File: config.mk
export PLATFORM = sky130hd
export DESIGN_NAME = mem_bus_arbiter
export DESIGN_NICKNAME = d
export VERILOG_FILES = /design/src/rtl/mem_bus_arbiter.sv
export SDC_FILE = /design/constraint.sdc
export NUM_CORES = 1
export LEC_CHECK = 0
export ABC_CLOCK_PERIOD_IN_PS = 2200
export CAP_MARGIN = 40
export CORE_ASPECT_RATIO = 0.75
export CORE_MARGIN = 3
export CORE_UTILIZATION = 39
export DETAILED_ROUTE_END_ITERATION = 6
export HOLD_SLACK_MARGIN = 0.08
export PLACE_DENSITY = 0.74
export SYNTH_ARGS = -nofsm -noshare
export SYNTH_HDL_FRONTEND = slang
export SYNTH_SLANG_ARGS = --single-unit
File: constraint.sdc
create_clock -name i_clk -period 2.2 [get_ports i_clk]
set_input_delay 0.44 -clock i_clk [delete_from_list [all_inputs] [get_ports i_clk]]
set_output_delay 0.44 -clock i_clk [all_outputs]
set_load 0.02 [all_outputs]
File: src/rtl/mem_bus_arbiter.sv
// mem_bus_arbiter
//   Two-master (CPU, FTDI host) arbiter for a single 8-bit memory bus.
//   A requester is granted in IDLE (round-robin when both ask). Its
//   address, write strobe and write data are latched and driven on the
//   shared bus. The access then either:
//     - goes IDLE->DONE as an error (unmapped address, or CPU to SPI), or
//     - goes IDLE->ADDR->WAIT(W cycles)->DONE, where W is the region's
//       wait count. W=0 skips WAIT entirely.
//   DONE pulses the owner's ack for one cycle and returns to IDLE.
//
// Ports
//   i_clk, i_reset          clock, synchronous active-high reset
//   i_cpu_*  / o_cpu_*      CPU request (level, held until ack) / response
//   i_host_* / o_host_*     FTDI host request / response
//   o_bus_addr/we/wdata     latched request of the current owner
//   o_bus_en                bus cycle active (ADDR and WAIT)
//   o_FT_CS                 active-low, 0 while the host owns an active cycle
//   i_bus_rdata             read data from the selected target
//   o_busy                  FSM not in IDLE
module mem_bus_arbiter #(
  parameter int unsigned SRAM_WAIT = 1,  // 0x0000-0x0FFF, 0..15
  parameter int unsigned UART_WAIT = 2,  // 0xA000-0xA002, 0..15
  parameter int unsigned SPI_WAIT  = 4   // 0xF000-0xFFFF, 0..15
) (
  input  logic        i_clk,
  input  logic        i_reset,
  // CPU
  input  logic        i_cpu_req,
  input  logic        i_cpu_we,
  input  logic [15:0] i_cpu_addr,
  input  logic [7:0]  i_cpu_wdata,
  output logic        o_cpu_ack,
  output logic        o_cpu_err,
  output logic [7:0]  o_cpu_rdata,
  // FTDI host
  input  logic        i_host_req,
  input  logic        i_host_we,
  input  logic [15:0] i_host_addr,
  input  logic [7:0]  i_host_wdata,
  output logic        o_host_ack,
  output logic        o_host_err,
  output logic [7:0]  o_host_rdata,
  // shared bus
  output logic [15:0] o_bus_addr,
  output logic        o_bus_we,
  output logic [7:0]  o_bus_wdata,
  output logic        o_bus_en,
  output logic        o_FT_CS,
  input  logic [7:0]  i_bus_rdata,
  output logic        o_busy
);

  localparam logic [3:0] SRAM_W = SRAM_WAIT[3:0];
  localparam logic [3:0] UART_W = UART_WAIT[3:0];
  localparam logic [3:0] SPI_W  = SPI_WAIT[3:0];

  typedef enum logic [1:0] {S_IDLE, S_ADDR, S_WAIT, S_DONE} state_t;

  typedef struct packed {
    logic [15:0] addr;
    logic        we;
    logic [7:0]  wdata;
  } bus_req_t;

  state_t   r_state, w_next;
  bus_req_t r_req;             // latched request of the owner
  logic     r_last_host;       // last/current owner: 1 = host, 0 = CPU
  logic [3:0] r_wait;          // wait count of the granted region
  logic [3:0] r_cnt;           // WAIT down-counter
  logic [7:0] r_cpu_rdata, r_host_rdata;
  logic       r_cpu_err, r_host_err;

  // ---------------------------------------------------------------------
  // Requester selection and region decode of the candidate request
  // ---------------------------------------------------------------------
  logic       w_any_req;
  logic       w_pick_host;
  bus_req_t   w_sel;
  logic       w_in_sram, w_in_uart, w_in_spi;
  logic       w_sel_err;
  logic [3:0] w_sel_wait;

  always_comb begin
    w_any_req   = i_cpu_req | i_host_req;
    // Host wins when alone, or when both ask and the CPU owned last.
    w_pick_host = i_host_req & (~i_cpu_req | ~r_last_host);
    if (w_pick_host) begin
      w_sel.addr  = i_host_addr;
      w_sel.we    = i_host_we;
      w_sel.wdata = i_host_wdata;
    end else begin
      w_sel.addr  = i_cpu_addr;
      w_sel.we    = i_cpu_we;
      w_sel.wdata = i_cpu_wdata;
    end
    w_in_sram  = (w_sel.addr[15:12] == 4'h0);
    w_in_uart  = (w_sel.addr >= 16'hA000) && (w_sel.addr <= 16'hA002);
    w_in_spi   = (w_sel.addr[15:12] == 4'hF);
    // SPI belongs to the host only; the CPU hitting it is rejected.
    w_sel_err  = ~(w_in_sram | w_in_uart | w_in_spi) | (w_in_spi & ~w_pick_host);
    w_sel_wait = 4'd0;
    if (w_in_sram)      w_sel_wait = SRAM_W;
    else if (w_in_uart) w_sel_wait = UART_W;
    else if (w_in_spi)  w_sel_wait = SPI_W;
  end

  // ---------------------------------------------------------------------
  // FSM
  // ---------------------------------------------------------------------
  logic w_grant;
  logic w_enter_done;
  logic w_load_cnt;
  logic w_dec_cnt;
  logic w_bus_en;
  logic w_ack;
  logic w_done_host;   // whose response registers the DONE entry updates
  logic w_done_err;
  logic w_done_rd;

  always_ff @(posedge i_clk) begin
    if (i_reset) r_state <= S_IDLE;
    else         r_state <= w_next;
  end

  always_comb begin
    w_next       = r_state;
    w_grant      = 1'b0;
    w_enter_done = 1'b0;
    w_load_cnt   = 1'b0;
    w_dec_cnt    = 1'b0;
    w_bus_en     = 1'b0;
    w_ack        = 1'b0;
    w_done_host  = r_last_host;
    w_done_err   = 1'b0;
    w_done_rd    = ~r_req.we;
    case (r_state)
      S_IDLE: begin
        if (w_any_req) begin
          w_grant = 1'b1;
          if (w_sel_err) begin
            // Rejected accesses never touch the bus.
            w_next       = S_DONE;
            w_enter_done = 1'b1;
            w_done_host  = w_pick_host;
            w_done_err   = 1'b1;
            w_done_rd    = 1'b0;
          end else begin
            w_next = S_ADDR;
          end
        end
      end
      S_ADDR: begin
        w_bus_en = 1'b1;
        if (r_wait == 4'd0) begin
          w_next       = S_DONE;
          w_enter_done = 1'b1;
        end else begin
          w_next     = S_WAIT;
          w_load_cnt = 1'b1;
        end
      end
      S_WAIT: begin
        w_bus_en = 1'b1;
        if (r_cnt == 4'd1) begin
          w_next       = S_DONE;
          w_enter_done = 1'b1;
        end else begin
          w_dec_cnt = 1'b1;
        end
      end
      S_DONE: begin
        w_ack  = 1'b1;
        w_next = S_IDLE;
      end
      default: w_next = S_IDLE;
    endcase
  end

  // ---------------------------------------------------------------------
  // Datapath: latched request, owner, wait counter
  // ---------------------------------------------------------------------
  always_ff @(posedge i_clk) begin
    if (i_reset) begin
      r_req       <= '0;
      r_last_host <= 1'b0;
      r_wait      <= 4'd0;
      r_cnt       <= 4'd0;
    end else begin
      if (w_grant) begin
        r_req       <= w_sel;
        r_last_host <= w_pick_host;
        r_wait      <= w_sel_wait;
      end else if (r_state == S_DONE) begin
        // Bus lines drop back to 0 once the transaction is over.
        r_req <= '0;
      end
      if (w_load_cnt)     r_cnt <= r_wait;
      else if (w_dec_cnt) r_cnt <= r_cnt - 4'd1;
    end
  end

  // ---------------------------------------------------------------------
  // Per-requester response registers; only the owner's are touched.
  // ---------------------------------------------------------------------
  always_ff @(posedge i_clk) begin
    if (i_reset) begin
      r_cpu_rdata  <= 8'h00;
      r_host_rdata <= 8'h00;
      r_cpu_err    <= 1'b0;
      r_host_err   <= 1'b0;
    end else if (w_enter_done) begin
      if (w_done_host) begin
        r_host_err <= w_done_err;
        if (w_done_err)     r_host_rdata <= 8'h00;
        else if (w_done_rd) r_host_rdata <= i_bus_rdata;
      end else begin
        r_cpu_err <= w_done_err;
        if (w_done_err)     r_cpu_rdata <= 8'h00;
        else if (w_done_rd) r_cpu_rdata <= i_bus_rdata;
      end
    end
  end

  // ---------------------------------------------------------------------
  // Outputs
  // ---------------------------------------------------------------------
  assign o_cpu_ack    = w_ack & ~r_last_host;
  assign o_host_ack   = w_ack &  r_last_host;
  assign o_cpu_err    = r_cpu_err;
  assign o_host_err   = r_host_err;
  assign o_cpu_rdata  = r_cpu_rdata;
  assign o_host_rdata = r_host_rdata;
  assign o_bus_addr   = r_req.addr;
  assign o_bus_we     = r_req.we;
  assign o_bus_wdata  = r_req.wdata;
  assign o_bus_en     = w_bus_en;
  assign o_FT_CS      = ~(w_bus_en & r_last_host);
  assign o_busy       = (r_state != S_IDLE);

endmodule

======== Word level (Yosys, flattened, before mapping) ========
Cells that the tools add are included.
word-level totals
  register bits after elaboration ......... 54
  bits in latches ......................... 0
  RAM bits ................................ 0
  memory bits (read-only) ................. 0
  memories kept ........................... 0
operators by class
  add/sub/neg operators ................... 1
  multiply operators ...................... 0
  div/mod/pow operators ................... 0
  magnitude comparators ................... 2
  equality and inequality tests ........... 7
  shift operators ......................... 0
  multiplexer cells ....................... 35
  bitwise logic cells ..................... 17
  reductions and logical operators ........ 14
operators with widths
  kind                                                    number
  2-to-1 mux 25 bit                                       3
  2-to-1 mux 1 bit                                        20
  >= comparator 16 bit, second input constant             1
  less-or-equal comparator 16 bit, second input constant  1
  2-to-1 mux 8 bit                                        2
  2-to-1 mux 3 bit                                        3
  zero test 4 bit                                         2
  2-to-1 mux 4 bit                                        2
  case mux 2 bit (4 select lines)                         1
  nonzero test 2 bit                                      4
  NOT 1 bit                                               7
  2-to-1 mux 2 bit                                        3
  AND reduction 2 bit                                     3
  AND reduction 3 bit                                     2
  AND 1 bit                                               5
  OR 1 bit                                                5
  equality test 2 bit, second input constant              2
  equality test 4 x 1 -> 1 bit, second input constant     1
  equality test 4 bit, second input constant              1
  != test 2 bit, second input constant                    2
  subtractor 4 x 1 -> 4 bit, second input constant        1
  case mux 1 bit (3 select lines)                         1
  equality test 2 x 1 -> 1 bit, second input constant     1
  zero test 2 bit                                         1
  other kinds (2)                                         2

======== Longest topological paths before layout ========
Gate-level depths: netlist of the first run.
  depth after elaboration ................. 15
  gate-level depth with buffers ........... 9

======== Least setup slack after synthesis of the first run ========
No wires, ideal clock.
  path kind ............................... input -> register
  from .................................... input port i_host_addr[2]
  to ...................................... register r_cpu_rdata[0], in the netlist o_cpu_rdata[0]
  library setup time ...................... 72 ps
  arrival ................................. 2,121 ps
  path slack .............................. 8 ps
  stages .................................. 5
  path through ............................ or4_1 > a211o_1 > o2111a_2 > nor3_4 > mux2i_1
on the way
  cells in the longest elaborated chain, start to end .. 12
  elaborated cells on any way between the ends .. 22
RTL lines
  element                                                                         RTL line  text
  from (decl)                                                                     38        input logic [15:0] i_host_addr,
  2-to-1 mux 25 bit *                                                             87        if (w_pick_host) begin
  >= comparator 16 bit / less-or-equal comparator 16 bit (equally long branches)  97        w_in_uart = (w_sel.addr >= 16'hA000) && (w_sel.addr <= 16'hA002);
  logical AND 1 bit *                                                             97
  OR 1 bit * (2 in a row)                                                         100       w_sel_err = ~(w_in_sram | w_in_uart | w_in_spi) | (w_in_spi & ~w_pick_host);
  NOT 1 bit *                                                                     100
  OR 1 bit *                                                                      100
  2-to-1 mux 1 bit                                                                140       if (w_sel_err) begin
  2-to-1 mux 1 bit                                                                138       if (w_any_req) begin
  2-to-1 mux 1 bit                                                                136       case (r_state)
  nonzero test 2 bit (no source line) / NOT 1 bit (equally long branches)         n/a
  AND reduction 3 bit (no source line)                                            n/a
  to (signal assigned)                                                            219       else if (w_done_rd) r_cpu_rdata <= i_bus_rdata;
  to (decl)                                                                       70        logic [7:0] r_cpu_rdata, r_host_rdata;
Every way passes the cells marked *; elsewhere a longest branch is shown, timed or not.
A chain may end at the register's enable or synchronous reset.

======== Worst setup path after layout of the first run ========
  from .................................... input port i_host_addr[14]
  to ...................................... register r_host_rdata[5], in the netlist o_host_rdata[5]
on the way
  cells in the longest elaborated chain, start to end .. 12
  elaborated cells on any way between the ends .. 24
RTL lines
  element                                                                         RTL line  text
  2-to-1 mux 25 bit *                                                             87
  >= comparator 16 bit / less-or-equal comparator 16 bit (equally long branches)  97
  logical AND 1 bit                                                               97
  OR 1 bit (2 in a row)                                                           100
  NOT 1 bit                                                                       100
  OR 1 bit *                                                                      100
  2-to-1 mux 1 bit                                                                140
  2-to-1 mux 1 bit                                                                138
  2-to-1 mux 1 bit                                                                136
  nonzero test 2 bit (no source line)                                             n/a
  AND reduction 3 bit (no source line)                                            n/a
  to (signal assigned)                                                            215       else if (w_done_rd) r_host_rdata <= i_bus_rdata;
  to (decl)                                                                       70
Marked as above.

==> qor.yml, run 1 <==
synthArstFlopShare_pct: 0
swShare_pct: 40.7
drc: 0
grt_use_total_pct: 21.4
critPathArrivalTime_ps: 2360
vias_per_cell: 5.33
drt_iter0_markers: 147
avgSynthCellArea_um2: 9.12
critPathKind: "in2reg"
wire_per_inst_um: 15.9
period_needed_ps: 2110
top_level_ports: 110
design.die.area_um2: 7890
grt_pass1_wl_mm: 13.5
final_nets: 496
rows: 25
min_path_type: "in2reg"
irDropWorstVdd_v: 0.000499
clockRootBuffer: "clkbuf_8"
synthCells: 293
grt_start_max_net_pins: 56
synth_area_leaders: "dfxtp_1 (40%), mux2i_1 (16%), a211oi_1 (7.9%)"
p_switching_mw: 1.85
status: "completed"
synth.most_common_cell: "dfxtp_1"
portBuffers: 109
gp_congestion: 0.868
cp_max_fo: 8
die_h_um: 77.7
max_freq_ghz: 0.474
p_leak_nw: 1.70
coreArea_um2: 6470
grt_antenna_before_repair: 0
post-cts-setup-buffer-count: 0
hold_buffers: 0
seqPwrFrac_pct: 32.4
wirelength_mm: 8.12
reg2reg_slack_ps: 170
p_per_area_nw_per_um2: 1070
n_fill_cell: 570
synth.yosys.seq_area_share_pct: 39.7
regArea_um2: 1060
cts_max_level: 2
start_kind: "input pin"
fin_tns_setup_ps: 0
hold_ws_ps: 428
insertion_delay_ps: 320
ys_ff_latch: 53
synth_top_cell_area_share_pct: 39.7
cp_data_required_time_ps: 2450
die_x_um: 102
endpoint_kind: "flop"
p_int_mw: 2.69
first_pass_iters: 4
pwr-share-clk_pct: 13.2
slew_viol_final: 0
ys_types: 44
layout-drive-gt1-share_pct: 14.0
yosysWarnings: 0
synth_top_cell_by_area: "dfxtp_1"
ant_nets: 0
syn_nets: 361
antenna_cells: 0
clock_path_buffers: 2
setup_violations: 0
synthTopCellsByCount: "dfxtp_1 (53), mux2i_1 (42), a21oi_1 (34)"
multiInputGateArea_um2: 1530
p_comb_share_pct: 54.4
cts_tree: "yes"
syn_area_um2: 2670
clkSlewWorstSetupHoldPaths_ps: 110
hpwlAfterDp_mm: 6.18
gr-total-overflow: 0
syn_to_final_growth_pct: 58.6
worst_slew_pin_slew_ps: 559
slew_headroom_pct: 62.7
period_share_pct: 95.9
yosys_most_used_dff: "dfxtp_1"
grt_pass1_vias: 2850
cts_buffers: 5
cts_sinks: 53
cap_viol_max_count: 0
fin_skew_ps: 12.8
synth-edff-count: 0
start_util_pct: 41.3
hold_viol_final: 0
vias: 2720
[stage by stage]
step           util, %  worst slack [ps]  std cells  power [mW]  cell area [um^2]
5_1_grt           65.4             -11.8        510        4.86              4240
6_report          65.4              90.3        510        4.54              4240
4_1_cts           65.2              7.11        510        4.56              4220
2_1_floorplan        -              7.56        293        2.83              2670
3_3_place_gp      63.5              -416        502        3.89              4110
3_5_place_dp      63.5              -516        502        3.94              4110
[power groups by stage]
stage	combinational, mW	sequential [mW]	clock [mW]
after floorplan	1.10	1.73	0
after global placement	2.42	1.47	0
after detailed placement	2.46	1.48	0
after CTS	2.47	1.47	0.616
after global routing	2.71	1.50	0.650
final	2.47	1.47	0.599
[worst max-delay path: stages]
cell	delay [ps]
dlygate4sd2_1	240
or4_1	470
a211o_1	270
o2111a_2	320
a22oi_2	230
buf_6	190
mux2i_1	200
[final timing paths]
| kind | from | end | cells past startpoint |
|---|---|---|---|
| max | i_host_addr[14] | o_host_rdata[5] | 7 |
| min | i_reset | o_host_err | 2 |
| max reg2reg | r_state[0] | o_host_rdata[5] | 8 |
| min reg2reg | o_cpu_err | o_cpu_err | 2 |
[area by class of cell]
| cell class | instances | share of cell area, % |
|---|---|---|
| clock inverter | 3 | 0.797 |
| inverter | 9 | 0.797 |
| clock buffer | 5 | 1.62 |
| sequential | 53 | 25.1 |
| timing repair buffer | 148 | 33.2 |
| tap | 81 | 2.39 |
| multi-input combinational | 211 | 36.2 |
[placed cells by master (no fill, tap or decap), types with 2 or more instances in the layout]
master,n
dfxtp_1,52
nor3_1,3
a211oi_1,28
dlygate4sd2_1,6
a22oi_2,2
ha_1,5
a22oi_1,2
mux2i_1,42
o211ai_1,2
clkinv_4,2
nand3_1,9
a21oi_1,33
buf_12,2
clkbuf_8,5
o21ai_0,6
nand4_1,2
inv_1,9
dlymetal6s2s_1,2
nor4_1,6
nand2b_1,16
buf_4,36
nor2_1,15
nand2_1,11
clkdlybuf4s50_1,99
[state kept, by name (all words and copies together) (netlist names)]
signal        flops
o_bus_wdata       8
o_host_rdata      8
o_cpu_rdata       8
o_host_err        1
o_bus_we          1
r_last_host       1
r_cnt             4
r_wait            3
o_bus_addr       16
r_state           2
o_cpu_err         1
[logic make-up after synthesis]
family | synth area share [%]
AOI/OAI and AO/OA | 21.3
adders and majority gates | 2.81
buffers and inverters | 4.36
muxes | 15.7
and+or+nand+nor | 15.5
DFF | 39.7
xor gates and xnor gates | 0.656
[timing repair]
action / CTS / global route
endpoints found under the setup margin: 21 / 19
pin swaps: 5 / 5
gates resized for setup: 11 / 6
[metal layers]
| metal | track usage (%) | share of wire (%) |
|---|---|---|
| met3 | 6.47 | 5.6 |
| met1 | 27.3 | 46 |
| met2 | 34.9 | 47 |
| met5 | 0 | 0 |
| met4 | 5.71 | 1.0 |
(Power assumes the default switching activity.)
==> run 2, diff against run 1 <==
- PLACE_DENSITY: 0.74 -> 0.83
- RECOVER_POWER: unset -> 100
==> run 2 against run 1 <==
- sequential share of layout area about the same
- power up 0.41%
- maximum frequency down 0.91%
- critical path type unchanged
- largest power group unchanged
==> qor.yml, run 2 (synthesis results as in run 1) <==
status: "completed"
start_kind: "input pin"
grt_start_max_net_pins: 56  # unchanged
largest_reg_flops: 16  # unchanged
cp_data_required_time_ps: 2450  # about the same
hold_depth: 3  # +1
grt_pass1_vias: 2936  # +3.0%
coreArea_um2: 6470  # unchanged
cts_max_level: 2  # unchanged
swShare_pct: 40.3  # -0.37 points
min_path_type: "in2reg"
period_needed_ps: 2130  # +19.4 ps
p_switching_mw: 1.84  # -0.52%
slew_headroom_pct: 40.4  # -22 points
place_ws_ps: -493  # +22.8 ps
wirelength_mm: 8.55  # +5.3%
rows: 25  # unchanged
p_int_mw: 2.72  # +1.0%
cts_tree: "yes"
final_nets: 494  # -0.40%
grt_use_total_pct: 22.1  # +0.69 points
insertion_delay_ps: 310  # about the same
p_comb_share_pct: 52.2  # -2.2 points
hold_buffers: 0  # unchanged
die_x_um: 102  # unchanged
vias: 2806  # +3.2%
die_h_um: 77.7  # unchanged
critPathKind: "in2reg"
start_util_pct: 41.3  # unchanged
clkSlewWorstSetupHoldPaths_ps: 110  # about the same
rr_worst_depth: 8  # unchanged
design.die.area_um2: 7890  # unchanged
grt_antenna_before_repair: 0  # unchanged
p_per_area_nw_per_um2: 1080  # +0.35%
cap_viol_max_count: 0  # unchanged
gp_congestion: 0.844  # -2.8%
clock_path_buffers: 2  # unchanged
drt_iter0_markers: 242  # +65%
drc: 0  # unchanged
setup_violations: 0  # unchanged
dpl_cell_area_um2: 4100  # -0.24%
antenna_cells: 0  # unchanged
critPathArrivalTime_ps: 2370  # about the same
slew_viol_final: 0  # unchanged
fin_skew_ps: 15.0  # +2.13 ps
gr-total-overflow: 0  # unchanged
period_share_pct: 96.8  # +0.88 points
wire_per_inst_um: 16.8  # +5.7%
ant_nets: 0  # unchanged
cts_buffers: 5  # unchanged
fin_ws_ps: 70.8  # -19.4 ps
first_pass_iters: 5  # +1
layout-drive-gt1-share_pct: 13.3  # -0.64 points
hold_viol_final: 0  # unchanged
clockRootBuffer: "clkbuf_8"
vias_per_cell: 5.52  # +3.6%
n_fill_cell: 510  # -11%
endpoint_kind: "flop"
p_leak_nw: 1.80  # +5.9%
top_level_ports: 110  # unchanged
hold_ws_ps: 468  # +40.4 ps
pwr-share-clk_pct: 15.8  # +2.6 points
total_power_mw: 4.56  # +0.41%
layout_commonest_cell: "clkdlybuf4s50_1"
worst_slew_pin_slew_ps: 886  # +328 ps
finalInstanceArea_um2: 4240  # about the same
syn_to_final_growth_pct: 58.7  # about the same
max_freq_ghz: 0.470  # -0.91%
irDropWorstVdd_v: 0.000472  # -5.6%
layout_common_cells: "clkdlybuf4s50_1 (56), dfxtp_1 (53), dlygate4sd3_1 (43)"
seqPwrFrac_pct: 32.1  # -0.3 points
hpwlAfterDp_mm: 6.38  # +3.2%
cts_sinks: 53  # unchanged
portBuffers: 109  # unchanged
cp_max_fo: 8  # unchanged
grt_pass1_wl_mm: 14.1  # +4.8%
==> run 2: cell count changes in the layout (fill, tap and decap cells not counted), moves of 2 or more <==
cell	previous run	this run
dlymetal6s2s_1	2	0
clkdlybuf4s15_1	1	3
clkdlybuf4s50_1	99	56
dlygate4sd3_1	0	43
clkinv_4	2	0
buf_4	36	33
==> run 2: cell type report <==
type                    count  area, um^2  share of cell area, %
clock buffers               6        82.6                   1.95
inverters                   9        33.8                  0.797
well taps                  81         101                   2.39
repair buffers            146        1390                   32.7
flip-flops and latches     53        1060                   25.0
clock inverters             2        41.3                  0.974
multi-input cells         211        1540                   36.2
==> run 2: path summary, 6_finish.rpt <==
kind                            slack, ps         endpoint             from
worst max-delay path                   70  o_host_rdata[6]   i_host_addr[2]
worst min-delay path                  470   o_cpu_rdata[2]          i_reset
worst max register to register        160   o_cpu_rdata[6]       r_state[0]
worst min register to register        480  o_host_rdata[3]  o_host_rdata[3]
==> run 2: layer usage <==
layer  global-route usage [%]  routed length [um]
met4                     3.85                 114
met2                     37.5                4300
met5                        0                   0
met3                     6.02                 592
met1                     28.2                3550
==> run 2: worst max-delay path, stage by stage <==
cell and delay [ps]:
clkdlybuf4s15_1 200, or4_4 550, a211o_1 280, o2111a_2 320
a22oi_2 200, buf_6 180, mux2i_1 200
==> run 2: power groups by stage <==
| stage | clock [mW] | combinational, mW | sequential, mW |
|---|---|---|---|
| floorplan | 0 | 1.10 | 1.73 |
| detailed placement | 0 | 2.47 | 1.48 |
| global placement | 0 | 2.40 | 1.47 |
| CTS | 0.729 | 2.48 | 1.47 |
| global route | 0.759 | 2.60 | 1.50 |
| finish | 0.719 | 2.38 | 1.46 |
==> run 2: what timing repair did <==
action / in CTS / in global routing
resized for setup: 12 / 7
pin swaps: 4 / 5
endpoints found under the setup margin: 21 / 16
setup buffers: 1 / 0
==> run 2: metrics by stage <==
| stage | utilization [%] | std cells | TNS [ps] |
|---|---|---|---|
| finish | 65.5 | 508 | 0 |
| global route | 65.5 | 508 | -51.2 |
| CTS | 65.4 | 508 | 0 |
| detailed placement | 63.4 | 499 | -7840 |
| global placement | 63.4 | 499 | -6890 |
| floorplan | - | 293 | 0 |
==> run 3, diff against run 2 <==
- CAP_MARGIN: 40 -> 25
==> results of run 3 <==
The final DEF is identical to that of run 2; final timing and power are the same.
